<file path="src/rtl/video_timing_gen.sv">
// Parametrised raster timing generator: hs/vs/de, active coordinates, line/frame pulses
// and a frame-latched read window (win_de) for the frame-buffer read path.
module video_timing_gen #(
  parameter int CNT_W    = 12,
  parameter int H_ACTIVE = 1280,
  parameter int H_FP     = 110,
  parameter int H_SYNC   = 40,
  parameter int H_BP     = 220,
  parameter int V_ACTIVE = 720,
  parameter int V_FP     = 5,
  parameter int V_SYNC   = 5,
  parameter int V_BP     = 20,
  parameter bit HS_POL   = 1'b1,
  parameter bit VS_POL   = 1'b1
) (
  input  logic             clk,
  input  logic             rst,
  input  logic             en,
  input  logic [CNT_W-1:0] win_x,
  input  logic [CNT_W-1:0] win_y,
  input  logic [CNT_W-1:0] win_w,
  input  logic [CNT_W-1:0] win_h,
  output logic             hs,
  output logic             vs,
  output logic             de,
  output logic [CNT_W-1:0] active_x,
  output logic [CNT_W-1:0] active_y,
  output logic             win_de,
  output logic             frame_start,
  output logic             line_start
);

  localparam int H_TOTAL = H_SYNC + H_BP + H_ACTIVE + H_FP;
  localparam int V_TOTAL = V_SYNC + V_BP + V_ACTIVE + V_FP;

  localparam logic [CNT_W-1:0] H_LAST     = CNT_W'(H_TOTAL - 1);
  localparam logic [CNT_W-1:0] V_LAST     = CNT_W'(V_TOTAL - 1);
  localparam logic [CNT_W-1:0] H_SYNC_END = CNT_W'(H_SYNC);
  localparam logic [CNT_W-1:0] V_SYNC_END = CNT_W'(V_SYNC);
  localparam logic [CNT_W-1:0] H_ACT_BEG  = CNT_W'(H_SYNC + H_BP);
  localparam logic [CNT_W-1:0] V_ACT_BEG  = CNT_W'(V_SYNC + V_BP);
  localparam logic [CNT_W-1:0] H_ACT_END  = CNT_W'(H_SYNC + H_BP + H_ACTIVE);
  localparam logic [CNT_W-1:0] V_ACT_END  = CNT_W'(V_SYNC + V_BP + V_ACTIVE);
  localparam logic [CNT_W-1:0] WIN_W_RST  = CNT_W'(H_ACTIVE);
  localparam logic [CNT_W-1:0] WIN_H_RST  = CNT_W'(V_ACTIVE);

  logic [CNT_W-1:0] h_cnt_q, h_cnt_d;
  logic [CNT_W-1:0] v_cnt_q, v_cnt_d;
  logic [CNT_W-1:0] wx_q, wx_d, wy_q, wy_d, ww_q, ww_d, wh_q, wh_d;
  logic             hs_q, hs_d, vs_q, vs_d, de_q, de_d, win_de_q, win_de_d;
  logic             frame_start_q, frame_start_d, line_start_q, line_start_d;
  logic [CNT_W-1:0] active_x_q, active_x_d, active_y_q, active_y_d;

  logic             h_last, v_last, h_act, v_act, in_win;
  logic [CNT_W-1:0] ax, ay;
  logic [CNT_W:0]   x_end, y_end;

  always_comb begin
    h_last = (h_cnt_q == H_LAST);
    v_last = (v_cnt_q == V_LAST);
    h_act  = (h_cnt_q >= H_ACT_BEG) && (h_cnt_q < H_ACT_END);
    v_act  = (v_cnt_q >= V_ACT_BEG) && (v_cnt_q < V_ACT_END);
    ax     = h_cnt_q - H_ACT_BEG;
    ay     = v_cnt_q - V_ACT_BEG;
    // Window ends carry one extra bit so a wide window never wraps back into range.
    x_end  = {1'b0, wx_q} + {1'b0, ww_q};
    y_end  = {1'b0, wy_q} + {1'b0, wh_q};
    in_win = (ax >= wx_q) && ({1'b0, ax} < x_end) &&
             (ay >= wy_q) && ({1'b0, ay} < y_end);

    h_cnt_d       = '0;
    v_cnt_d       = '0;
    hs_d          = ~HS_POL;
    vs_d          = ~VS_POL;
    de_d          = 1'b0;
    win_de_d      = 1'b0;
    frame_start_d = 1'b0;
    line_start_d  = 1'b0;
    active_x_d    = '0;
    active_y_d    = '0;
    wx_d          = wx_q;
    wy_d          = wy_q;
    ww_d          = ww_q;
    wh_d          = wh_q;

    if (en) begin
      h_cnt_d       = h_last ? '0 : h_cnt_q + 1'b1;
      v_cnt_d       = h_last ? (v_last ? '0 : v_cnt_q + 1'b1) : v_cnt_q;
      hs_d          = (h_cnt_q < H_SYNC_END) ? HS_POL : ~HS_POL;
      vs_d          = (v_cnt_q < V_SYNC_END) ? VS_POL : ~VS_POL;
      de_d          = h_act && v_act;
      win_de_d      = h_act && v_act && in_win;
      frame_start_d = (h_cnt_q == '0) && (v_cnt_q == '0);
      line_start_d  = (h_cnt_q == '0);
      active_x_d    = h_act ? ax : '0;
      active_y_d    = v_act ? ay : '0;
    end

    // Shadow the window only at the frame boundary (or while idle) to avoid tearing.
    if (!en || (h_last && v_last)) begin
      wx_d = win_x;
      wy_d = win_y;
      ww_d = win_w;
      wh_d = win_h;
    end
  end

  always_ff @(posedge clk or posedge rst) begin
    if (rst) begin
      h_cnt_q       <= '0;
      v_cnt_q       <= '0;
      hs_q          <= ~HS_POL;
      vs_q          <= ~VS_POL;
      de_q          <= 1'b0;
      win_de_q      <= 1'b0;
      frame_start_q <= 1'b0;
      line_start_q  <= 1'b0;
      active_x_q    <= '0;
      active_y_q    <= '0;
      wx_q          <= '0;
      wy_q          <= '0;
      ww_q          <= WIN_W_RST;
      wh_q          <= WIN_H_RST;
    end else begin
      h_cnt_q       <= h_cnt_d;
      v_cnt_q       <= v_cnt_d;
      hs_q          <= hs_d;
      vs_q          <= vs_d;
      de_q          <= de_d;
      win_de_q      <= win_de_d;
      frame_start_q <= frame_start_d;
      line_start_q  <= line_start_d;
      active_x_q    <= active_x_d;
      active_y_q    <= active_y_d;
      wx_q          <= wx_d;
      wy_q          <= wy_d;
      ww_q          <= ww_d;
      wh_q          <= wh_d;
    end
  end

  assign hs          = hs_q;
  assign vs          = vs_q;
  assign de          = de_q;
  assign win_de      = win_de_q;
  assign frame_start = frame_start_q;
  assign line_start  = line_start_q;
  assign active_x    = active_x_q;
  assign active_y    = active_y_q;

endmodule

</file>
<file path="config.mk">
export PLATFORM = sky130hd
export DESIGN_NAME = video_timing_gen
export DESIGN_NICKNAME = d
export VERILOG_FILES = /design/src/rtl/video_timing_gen.sv
export SDC_FILE = /design/constraint.sdc
export NUM_CORES = 1
export LEC_CHECK = 0
export CAP_MARGIN = 0
export CORE_MARGIN = 1.5
export CORE_UTILIZATION = 27
export DETAILED_ROUTE_END_ITERATION = 8
export GPL_TIMING_DRIVEN = 0
export PLACE_DENSITY = 0.55
export SYNTH_ARGS = -nofsm -noshare
export SYNTH_HDL_FRONTEND = slang
export SYNTH_SLANG_ARGS = --single-unit
</file>
<file path="constraint.sdc">
create_clock -name clk -period 8.45 [get_ports clk]
set_input_delay 0.845 -clock clk [delete_from_list [all_inputs] [get_ports clk]]
set_output_delay 0.845 -clock clk [all_outputs]
set_load 0.03 [all_outputs]
</file>
# Word-level counts from Yosys, hierarchy flattened
# Index checks and enable logic that the tools add are counted.
[op_classes] n_addsub=6 n_lt_le_gt_ge=10 eq_ne=3 mux=17 n_reduce_logical=13
[ops] cell="12-bit two-way mux" n=9
[ops] cell="12-bit by 12-bit adder with 13-bit output" n=2
[ops] cell="12-bit by 13-bit < comparator with 1-bit output" n=2
[ops] cell="12-bit by 1-bit adder with 12-bit output (second input constant)" n=2
[ops] cell="12-bit greater-or-equal comparator" n=2
[ops] cell="12-bit logical NOT" n=2
[ops] cell="12-bit by 10-bit == test with 1-bit output (second input constant)" n=1
[ops] cell="12-bit by 11-bit == test with 1-bit output (second input constant)" n=1
[ops] cell="12-bit by 5-bit greater-or-equal comparator with 1-bit output (second input constant)" n=1
[ops] cell="12-bit by 9-bit greater-or-equal comparator with 1-bit output (second input constant)" n=1
[ops] cell="12-bit by 10-bit < comparator with 1-bit output (second input constant)" n=1
[ops] cell="12-bit by 11-bit < comparator with 1-bit output (second input constant)" n=1
[ops] cell="12-bit by 3-bit < comparator with 1-bit output (second input constant)" n=1
[ops] cell="12-bit by 6-bit < comparator with 1-bit output (second input constant)" n=1
[ops] cell="12-bit by 5-bit subtractor with 12-bit output (second input constant)" n=1
[ops] cell="12-bit by 9-bit subtractor with 12-bit output (second input constant)" n=1
[ops] cell="1-bit logical AND" n=9
[ops] cell="1-bit two-way mux" n=8
[ops] cell="2-bit by 1-bit != test with 1-bit output (second input constant)" n=1
[ops] cell="1-bit logical NOT" n=1
[ops] cell="1-bit logical OR" n=1
[word_totals] register_bits=102

# Longest topological paths before layout
[logic_depth] word_depth=7 mapped_depth=15

# Worst setup path after synthesis
# OpenSTA, ideal clock, no wires.
[synth_path] path_kind="reg2reg" startpoint="register wx_q[0]" endpoint="register win_de_q (netlist: win_de)" setup_time_ns=0.094 arrival_time_ns=2.971 path_slack_ns=5.385 stages_incl_launch_ff=16 n_path_buf=0 period_less_slack_ns=3.065 cell_sequence="dfrtp_1 -> ha_1 -> inv_1 -> fa_1 -> nor2b_1 -> o31a_1 -> o41ai_1 -> nor2_1 -> nor2_1 -> xor2_1 -> ha_1 -> a2111oi_0 -> a221oi_1 -> o21ai_0 -> nor3_1 -> a211oi_1"
[synth_via] elab_chain_cells=7 elab_cells_between_ends=8 cone_classes="1 x add/sub; 2 x order compare; 1 x mux; 4 x reduce/logical"
[synth_lines] item="from (decl)" line="49" rtl="logic [CNT_W-1:0] wx_q, wx_d, wy_q, wy_d, ww_q, ww_d, wh_q, wh_d;"
[synth_lines] item="from (signal assigned)" line="135" rtl="wx_q <= wx_d;"
[synth_lines] item="12-bit by 12-bit adder with 13-bit output" line="66" rtl="x_end = {1'b0, wx_q} + {1'b0, ww_q};"
[synth_lines] item="12-bit by 13-bit < comparator with 1-bit output" line="68" rtl="in_win = (ax >= wx_q) && ({1'b0, ax} < x_end) &&"
[synth_lines] item="1-bit logical AND (*) (2 in a row)" line="68"
[synth_lines] item="1-bit logical AND (*)" line="69" rtl="(ay >= wy_q) && ({1'b0, ay} < y_end);"
[synth_lines] item="1-bit logical AND (*)" line="92" rtl="win_de_d = h_act && v_act && in_win;"
[synth_lines] item="1-bit two-way mux (*)" line="86" rtl="if (en) begin"
[synth_lines] item="via win_de_d" line="50" rtl="logic hs_q, hs_d, vs_q, vs_d, de_q, de_d, win_de_q, win_de_d;"
[synth_lines] item="to (signal assigned)" line="130" rtl="win_de_q <= win_de_d;"
[synth_lines] item="to (decl)" line="50"
# Mark *: on every way through the listed nets, which the timed path passes. The rest lies on a longest branch.
# A chain may end at the register's enable or synchronous reset.

# Worst setup path after layout
# Same ends and word-level chain as after synthesis.

==> impl_metrics.yaml <==
timing:
  finalSetupTns_ns: 0
  relSlewSlack: 0.519
  min_period_ns: 3.71
  rsz0062_at_grt: "false"
  timing.fmax_mhz: 270
  hold_violations: 0
  skew_ns: 0.00870
  period_share: 0.439
  setup_violations: 0
  maxSlewViolCount: 0
  hold_slack_ns: 0.497
  tightest_slew_ns: 0.715
  worst_slack_ns: 4.74
pwr:
  irDropWorstVdd_v: 0.0000983
  leakagePower_nw: 3.56
  power_density_nw_per_um2: 166
  seqPwrFrac: 0.396
  internal-power_mw: 0.945
  p_clk_frac: 0.350
  swShare: 0.295
  power.total_mw: 1.34
  p_switching_mw: 0.395
  p_comb_frac: 0.254
clock_network:
  holdBufCountCts: 0
  htreeDepth: 3
  clk_pin_slew_ns: 0.07
  cts.root.buffer_cell: "clkbuf_16"
  cts_buffers: 9
  ctsResizeCount: 0
  clockBufferDepth: 2
  post_cts_buffers: 0
  clock_sinks: 102
  clk_latency_ns: 0.36
  cts_tree: "yes"
setup_path:
  required_ns: 8.71
  crit_slowest_cell: "a2111oi_0"
  crit_buf_inv: 1
  cp.arrival_ns: 3.96
  cp_max_fo: 3
  crit_chain: "ha_1 -> inv_1 -> fa_1 -> nor2b_1 -> o31a_1 -> o41ai_1 -> nor2_1 -> nor2_1 -> xor2_1 -> ha_1 -> a2111oi_0 -> a221oi_1 -> o21ai_0 -> nor3_1 -> a211oi_1"
  cpPeakStageDelay_ns: 0.62
  worst_setup_path_end_kind: "flop"
  worstSetupPathType: "flop to flop"
  critPathTopFamily: "compound AO/OA/AOI/OAI gates"
  start_kind: "flop"
layout:
  fin_util: 0.342
  area.growth.synth_to_final_pct: 24.0
  final_layout_size_suffix_gt1_frac: 0.0921
  antenna_cells: 0
  stdcell_count: 1079
  fin_nets: 889
  fin_area_sq_um: 8060
job:
  maxCapViolCount: 0
floorplanning:
  fp.coreArea_sq_um: 23500
  ios: 81
  initial_utilization: 0.276
  row_count: 56
  fp.dieArea_sq_um: 25000
  die_w_um: 158
  die_h_um: 158
yosys:
  ys.flop_type: "dfrtp_1"
  synth_seq_cells: 102
  yosysWarningCount: 0
  yosys-top-cells-area: "dfrtp_1 (37%), ha_1 (16%), xor2_1 (3.5%)"
  async_reset_ff_frac: 1.00
  syn_area_sq_um: 6490
  netlist_instances: 663
  yosys.area.top_type: "dfrtp_1"
  synth_most_common_cell: "dfrtp_1"
  syn_area_per_cell_sq_um: 9.79
  synth_common_cells: "dfrtp_1 (96), ha_1 (81), nand2_1 (56), nor2_1 (55), inv_1 (43)"
  yosysTopAreaCellShare: 0.370
  ys_seq_area_frac: 0.394
  synth_cell_types: 62
  synth_nets: 797
  synth_edf_count: 0
detailed_routing:
  drt_iter0_drc: 160
  drc: 0
  met2_length_mm: 8.02
  drtAntennaViolNets: 0
  wl_met1_mm: 7.67
  dr.max_layer_used: "met4"
  wire_per_inst_um: 15.3
  dr.pass1.iters: 4
  dr_total_vias: 4921
  viasPerCell: 4.56
  routed_wl_mm: 16.5
  dr_wl_met3_um: 623
global_routing:
  antenna_found_initial: 0
  grt_use_total: 0.137
  grt_first_pass_wirelength_mm: 26.0
  grt_max_degree: 64
  grt_pass1_vias: 4979
  grt_overflow: 0
placement:
  dpl.cell_count: 1063
  port_buffers: 80
  dpl.hpwl_mm: 12.8
  placed_area_sq_um: 7720
  gp_congestion: 0.822
  pre_cts_ws_ns: 4.77
hold_path:
  hold_class: "flop to flop"
outcome:
  status: "complete, no violations"
[sequential cells by signal, summed over array words and instances, names as in the netlist]
signal	count
hs	1
frame_start	1
vs	1
wx_q	12
active_y	12
wh_q	12
v_cnt_q	12
line_start	1
active_x	12
win_de	1
h_cnt_q	12
wy_q	12
ww_q	12
de	1
[cell families (layout without fill, tap and decap cells)]
family                   Yosys count  after routing  share of synthesized area
AND/OR/NAND/NOR                  210            210                      0.161
AO/OA/AOI/OAI                    126            126                      0.128
flip-flops                       102            102                      0.394
adder cells (fa/ha/maj)           83             83                      0.162
buffers and inverters             68            165                     0.0455
XOR/XNOR                          50             50                     0.0674
multiplexers                      24             24                     0.0416
[power by group through the flow]
stage	Clock (mW)	Sequential (mW)	Combinational, mW
2_1_floorplan	0	0.537	0.243
3_3_place_gp	0	0.540	0.335
3_5_place_dp	0	0.541	0.342
4_1_cts	0.480	0.531	0.345
5_1_grt	0.498	0.534	0.391
6_report	0.469	0.531	0.340
[cells in the final DEF (no fill, tap or decap), drive strengths merged, types with 4 or more instances in the layout]
cell | Yosys | routed
or2 | 6 | 6
mux2 | 24 | 24
nand4 | 7 | 7
dfrtp | 96 | 96
and2 | 4 | 4
o21ai | 50 | 50
a21oi | 23 | 23
nand2b | 11 | 11
buf | 15 | 16
ha | 81 | 81
a2111oi | 4 | 4
and4 | 4 | 4
o21a | 6 | 6
or3 | 7 | 7
clkdlybuf4s50 | 0 | 80
nor4 | 6 | 6
nand2 | 57 | 57
dfstp | 6 | 6
inv | 43 | 44
nor2b | 18 | 18
clkbuf | 10 | 20
nor2 | 55 | 55
nand3 | 8 | 8
xor2 | 26 | 26
a21o | 12 | 12
xnor2 | 24 | 24
nor3 | 14 | 14
[layer usage]
metal  vias up  global-route usage
li1       2495                   -
met1      2331               0.176
met2        85               0.239
met3        10              0.0246
met4         0              0.0307
met5         -                   0
[cell type report]
| type | count | area (sq um) |
|---|---|---|
| clock buffer | 10 | 239 |
| multi-input combinational | 493 | 3640 |
| timing repair buffer | 81 | 828 |
| buffer | 25 | 134 |
| tap | 319 | 399 |
| clock inverter | 6 | 92.6 |
| fill | 2438 | 15500 |
| sequential | 102 | 2560 |
| inverter | 43 | 164 |
[final timing paths]
check / start / end / slack [ns] / depth (start not counted)
max reg2reg: wx_q[0] / win_de / 4.74 / 15
max: wx_q[0] / win_de / 4.74 / 15
max in group asynchronous: rst / wh_q[9] / 6.83 / 3
min: ww_q[7] / ww_q[7] / 0.50 / 1
min reg2reg: ww_q[7] / ww_q[7] / 0.50 / 1
min in group asynchronous: rst / wh_q[0] / 0.90 / 2
Note: power is estimated with default switching activity, not from simulation.
